$ cat src/rtl/uart_tx_buffer.sv
// Byte FIFO feeding the UART transmitter: buffers bridge response bytes and
// issues them one at a time, retrying any start the transmitter rejects on CTS.
module uart_tx_buffer #(
   parameter int DEPTH = 16,
   parameter int CNT_W = $clog2(DEPTH) + 1
) (
   input  logic             clk,
   input  logic             rst_n,
   input  logic [7:0]       wr_data,
   input  logic             wr_valid,
   output logic             wr_ready,
   input  logic             flush,
   input  logic             uart_cts_n,
   input  logic             tx_busy,
   input  logic             tx_done,
   output logic [7:0]       tx_data,
   output logic             tx_start,
   output logic [CNT_W-1:0] fifo_count,
   output logic             fifo_empty,
   output logic             fifo_full,
   output logic             overflow,
   output logic             tx_idle
);
   localparam int PW = $clog2(DEPTH);

   localparam logic [1:0] IDLE      = 2'd0;
   localparam logic [1:0] ISSUE     = 2'd1;
   localparam logic [1:0] CONFIRM   = 2'd2;
   localparam logic [1:0] WAIT_DONE = 2'd3;

   logic [7:0]    mem [DEPTH];
   logic [PW-1:0] wr_ptr, rd_ptr;
   logic [1:0]    state;
   logic          pop_kill;
   logic          push, pop, start;

   assign fifo_empty = (fifo_count == '0);
   assign fifo_full  = (fifo_count == CNT_W'(DEPTH));
   assign wr_ready   = !fifo_full;
   assign tx_idle    = fifo_empty && (state == IDLE);

   // A flush seen in ISSUE or CONFIRM lets the handshake finish but must not pop
   // the (already cleared) FIFO.
   assign push  = wr_valid && wr_ready && !flush;
   assign pop   = (state == CONFIRM) && tx_busy && !flush && !pop_kill && !fifo_empty;
   assign start = (state == IDLE) && !fifo_empty && !tx_busy && !uart_cts_n && !flush;

   always_ff @(posedge clk) begin
      if (push) mem[wr_ptr] <= wr_data;
   end

   always_ff @(posedge clk or negedge rst_n) begin
      if (!rst_n) begin
         wr_ptr     <= '0;
         rd_ptr     <= '0;
         fifo_count <= '0;
         overflow   <= 1'b0;
      end else begin
         if (wr_valid && fifo_full && !flush) overflow <= 1'b1;
         if (flush) begin
            wr_ptr     <= '0;
            rd_ptr     <= '0;
            fifo_count <= '0;
         end else begin
            if (push) wr_ptr <= wr_ptr + 1'b1;
            if (pop)  rd_ptr <= rd_ptr + 1'b1;
            case ({push, pop})
               2'b10:   fifo_count <= fifo_count + 1'b1;
               2'b01:   fifo_count <= fifo_count - 1'b1;
               default: fifo_count <= fifo_count;
            endcase
         end
      end
   end

   always_ff @(posedge clk or negedge rst_n) begin
      if (!rst_n) begin
         state    <= IDLE;
         tx_data  <= 8'h00;
         tx_start <= 1'b0;
         pop_kill <= 1'b0;
      end else begin
         tx_start <= 1'b0;
         pop_kill <= (state == ISSUE) && flush;
         case (state)
            IDLE: begin
               if (start) begin
                  tx_data  <= mem[rd_ptr];
                  tx_start <= 1'b1;
                  state    <= ISSUE;
               end
            end
            ISSUE:     state <= CONFIRM;
            // Busy low here means the transmitter saw CTS high and ignored the start.
            CONFIRM:   state <= tx_busy ? WAIT_DONE : IDLE;
            WAIT_DONE: if (tx_done) state <= IDLE;
            default:   state <= IDLE;
         endcase
      end
   end
endmodule

$ cat config.mk
export PLATFORM = sky130hd
export DESIGN_NAME = uart_tx_buffer
export DESIGN_NICKNAME = d
export VERILOG_FILES = /design/src/rtl/uart_tx_buffer.sv
export SDC_FILE = /design/constraint.sdc
export NUM_CORES = 1
export LEC_CHECK = 0
export ABC_AREA = 1
export CORE_ASPECT_RATIO = 1.1
export CORE_UTILIZATION = 45
export CTS_BUF_LIST = sky130_fd_sc_hd__clkbuf_8
export DETAILED_ROUTE_END_ITERATION = 16
export GPL_ROUTABILITY_DRIVEN = 0
export PLACE_DENSITY = 0.73
export SETUP_SLACK_MARGIN = 0.4
export SLEW_MARGIN = 20
export SYNTH_ARGS = -nofsm -noshare
export SYNTH_HDL_FRONTEND = slang
export SYNTH_SLANG_ARGS = --single-unit
$ cat constraint.sdc
create_clock -name clk -period 3.85 [get_ports clk]
set_input_delay 0.77 -clock clk [delete_from_list [all_inputs] [get_ports clk]]
set_output_delay 0.77 -clock clk [all_outputs]
set_load 0.005 [all_outputs]
==> Word-level counts from Yosys, hierarchy flattened <==
Memory sizes are Yosys's and may differ from the RTL's. A register that Yosys moved wholly into a read port is not among the register bits.
Index checks and enable logic that the tools add are counted.
{ "op_classes": {"add_sub_neg": 4, "mul": 0, "div": 0, "n_lt_le_gt_ge": 0, "eq_ne": 8, "n_shift": 0, "muxes": 14, "bitwise": 0, "n_reduce_logical": 28} }
{ "ops": {"columns": ["operator", "count"], "rows": [
  ["2-to-1 mux 4 bit", 4],
  ["logical AND 1 bit", 14],
  ["case mux 5 bit (2 select lines)", 1],
  ["adder 4 x 1 -> 4 bit, second input constant", 2],
  ["case mux 2 bit (4 select lines)", 1],
  ["logical NOT 1 bit", 7],
  ["equality test 2 bit, second input constant", 3],
  ["2-to-1 mux 2 bit", 3],
  ["adder 5 x 1 -> 5 bit, second input constant", 1],
  ["equality test 5 bit, second input constant", 1],
  ["logical NOT 5 bit", 1],
  ["2-to-1 mux 5 bit", 1],
  ["subtractor 5 x 1 -> 5 bit, second input constant", 1],
  ["equality test 2 x 1 -> 1 bit, second input constant", 2],
  ["2-to-1 mux 1 bit", 4],
  ["!= test 2 bit, second input constant", 2],
  ["AND reduction 2 bit", 2],
  ["nonzero test 2 bit", 2],
  ["nonzero test 3 bit", 1],
  ["logical NOT 2 bit", 1]
]} }
{ "totals": {"regBits": 18, "latchBits": 0, "mem_bits_rw": 128, "mem_bits_ro": 0, "input_bits": 15, "output_inout_bits": 19, "wordCells": 62, "mem_count": 1} }
{ "memory_table": {"columns": ["memory", "depth", "width", "read_ports", "rd_ports_with_merged_regs", "wr", "line", "source"], "rows": [
  ["mem", 16, 8, 1, 1, 1, "31", "logic [7:0] mem [DEPTH];"]
]} }

==> Logic depth before layout (Yosys ltp) <==
{ "logic_depth": {"ltp_word": 8, "depth_mapped": 15, "depth_no_buf": 15} }

==> Worst setup path before layout <==
Ideal clock, no wire load.
{ "synth_timing": {"kind": "input to register", "from": "input port wr_valid", "to": "memory mem[0][0], enable pin", "setup_time_ns": 0.370, "arrival_ns": 1.693, "t_required_ns": 3.480, "path_slack_ns": 1.787, "stages": 6, "path_buffers": 0, "cell_sequence": "inv_1 > nor2_1 > nand2_4 > inv_1 > nand2_1 > nor2_1"} }
{ "synth_via": {"elab_chain_cells": 4} }
{ "synth_lines": {"columns": ["item", "line", "source"], "rows": [
  ["start: declaration", "10", "input logic wr_valid,"],
  ["logical AND 1 bit (2 in series)", "44", "assign push = wr_valid && wr_ready && !flush;"],
  ["2-to-1 mux 1 bit", "49", "if (push) mem[wr_ptr] <= wr_data;"],
  ["2-to-1 mux 1 bit (implied by the code)", "49", null],
  ["end: declaration", "31", null]
]} }
No other way between the ends.

==> Final worst setup path <==
{ "layout_timing": {"from": "register fifo_count[1]", "to": "output port fifo_empty"} }
{ "layout_via": {"elab_chain_cells": 1} }
{ "layout_lines": {"columns": ["item", "line", "source"], "rows": [
  ["start: declaration", "18", "output logic [CNT_W-1:0] fifo_count,"],
  ["start signal: assignment", "68", "2'b10: fifo_count <= fifo_count + 1'b1;"],
  ["start signal: assignment", "69", "2'b01: fifo_count <= fifo_count - 1'b1;"],
  ["start signal: assignment", "70", "default: fifo_count <= fifo_count;"],
  ["logical NOT 5 bit", "37", "assign fifo_empty = (fifo_count == '0);"],
  ["end: declaration", "19", "output logic fifo_empty,"]
]} }
No other way between the ends.

==> impl_metrics.env <==
export IMPL_area_growth_pct=13.3
export IMPL_wire_per_inst_um=20.1
export IMPL_dpl_cell_count=723
export IMPL_whs_path_depth=1
export IMPL_hpwl_um=9930
export IMPL_setup_viol_count_final=0
export IMPL_h_tree_depth=4
export IMPL_ys_seq_elements=154
export IMPL_hold_viol_final=0
export IMPL_clock_path_buffers=2
export IMPL_die_h_um=127
export IMPL_die_area_um2=14700
export IMPL_io_buffers=33
export IMPL_final_setup_tns_ps=0
export IMPL_power_density_nw_per_um2=509
export IMPL_drv_slew=0
export IMPL_grt_pass1_wl_um=23000
export IMPL_yosysSeqAreaShare_pct=70.2
export IMPL_first_iter_violations=662
export IMPL_cp_arrival_ps=1900
export IMPL_die_w_um=116
export IMPL_whs_endpoint="overflow"
export IMPL_finalPower_mw=3.69
export IMPL_setup_ws_ps=1180
export IMPL_layout_commonest_cell="edfxtp_1"
export IMPL_rows=45
export IMPL_final_cell_mix="128 x edfxtp_1, 99 x nor2_1, 72 x o21ai_0"
export IMPL_fin_nets=576
export IMPL_holdWs_ps=458
export IMPL_netlist_area_leader_share_pct=60.0
export IMPL_grt_overflow=0
export IMPL_r2r_cells=6
export IMPL_stdcell_count=755
export IMPL_vias=4422
export IMPL_synth_nets=545
export IMPL_r2r_end="tx_data[4]"
export IMPL_drive_above_1_share_pct=8.82
export IMPL_ir_drop_mv=0.271
export IMPL_syn_mean_instance_area_um2=12.2
export IMPL_design_area_um2=7260
export IMPL_maxCapViolCount=0
export IMPL_drt_vias_per_instance=5.86
export IMPL_synth_area_leader_cell="edfxtp_1"
export IMPL_hp_class="reg -> reg"
export IMPL_p_leak_nw=2.54
export IMPL_dpl_worst_slack_ps=756
export IMPL_period_minus_slack_ps=2670
export IMPL_crit_type="reg -> out"
export IMPL_yosysWarnings=0
export IMPL_outcome="finished, final reports clean"
export IMPL_synth_cell_area_um2=6400
export IMPL_routed_wl_um=15200
export IMPL_postCtsResizedCells=0
export IMPL_grt_start_max_net_pins=68
export IMPL_synth_area_leaders="edfxtp_1 60%, dfrtp_1 10%, nor2_1 5.8%"
export IMPL_drt_first_pass_iters=5
export IMPL_min_from="overflow"
export IMPL_diodes=0
export IMPL_cts_root_buf="clkbuf_8"
export IMPL_start_util_pct=46.2
export IMPL_fin_skew_ps=8.69
export IMPL_drt_antenna_violating_nets=0
export IMPL_cts_tree="built"
export IMPL_netlist_instances=523
export IMPL_fin_util_pct=52.4
export IMPL_core_area_um2=13900
export IMPL_r2r_start="rd_ptr[1]"
export IMPL_drc=0
export IMPL_worst_skew_pair_late_latency_ps=440
export IMPL_critPathCaptureType="primary output"
export IMPL_antenna_found_initial=0
export IMPL_critPathMaxFanout=5
export IMPL_pin_count=34
export IMPL_grt_usage_pct=21.8
export IMPL_numCtsBuffers=17
export IMPL_clkSlewWorstSetupHoldPaths_ps=80
export IMPL_hold_buffers=0
export IMPL_period_share_pct=69.3
export IMPL_postPlaceCellArea_um2=6890
export IMPL_post_cts_buffers=0
export IMPL_tightest_slew_ps=849
export IMPL_maxSlewHeadroom_pct=43.2
export IMPL_rrSetupSlack_ps=1510
export IMPL_worst_setup_path_start_kind="flip-flop"
export IMPL_fmax_ghz=0.375
export IMPL_worst_endpoint_required_ps=3080
export IMPL_rsz0062_at_grt="false"
export IMPL_clock_sinks=154
export IMPL_synth_cell_type_count=35
export IMPL_grt_pass1_vias=4206
## area by class of cell
type	instances	area [um^2]
Fill cell	1178	6590
Sequential cell	154	4490
Multi-Input combinational cell	314	1680
Timing Repair Buffer	39	375
Clock buffer	18	248
Tap cell	188	235
Clock inverter	14	120
Inverter	28	105
## power breakdown
part | switching [mW] | internal, mW
Sequential | 0.0647 | 1.89
Combinational | 0.349 | 0.258
Clock | 0.560 | 0.575
Total | 0.974 | 2.72
## critical path, stage by stage, from the launching register on
cell             delay, ps
dfrtp_1                470
nor2_4                 200
nand2_2                 80
nor2_4                 170
clkdlybuf4s50_1        530
## synth_stat cells
master and n:
or3_4 1, ha_1 7, nor3_1 3, nand3_1 16, inv_1 22, o21ai_0 72, o311ai_1 1, nor2_2 1
a21boi_1 1, buf_2 10, o22ai_1 12, xnor2_1 1, o211ai_1 14, nand3_4 2, nor2_1 99, a31oi_1 8
a21o_1 1, nand2_1 42, nand2_4 1, nor2_4 4, clkinv_1 1, inv_2 5, a211oi_1 1, nand4_1 1
clkbuf_1 14, o221ai_1 18, clkbuf_2 2, nor3_4 1, buf_6 1, o21a_1 1, nand2_2 1, nand3_2 2
a21oi_1 3, dfrtp_1 26, edfxtp_1 128
## flip-flops by register name (all words and copies together), names as in the netlist, 2 cells and up
signal      count
rd_ptr          4
mem           128
state           2
fifo_count      5
tx_data         8
wr_ptr          4
## worst max-delay path by stage
stage	startpoint	endpoint	cells after the start
5_1_grt	flush	mem[6][5]	6
3_5_place_dp	flush	mem[7][5]	6
2_1_floorplan	wr_valid	mem[0][0]	6
6_report	fifo_count[1]	fifo_empty	4
3_3_place_gp	flush	mem[6][2]	6
4_1_cts	fifo_count[1]	fifo_empty	4
## kinds of logic (layout without fill, tap and decap cells)
group,count (synthesis),after routing,synth area share (%)
and+or+nand+nor,174,174,12.2
DFF,154,154,70.2
AOI/OAI and AO/OA,132,132,12.5
buffers and inverters,55,99,3.58
adders and majority gates,7,7,1.37
xor gates and xnor gates,1,1,0.137
## metal layers
metal,GRT usage (%),wire [um]
met1,28.1,5940
met2,35.2,7380
met3,4.51,1360
met4,10.6,522
met5,0,0
No activity file was read; power rests on OpenSTA's default activity.
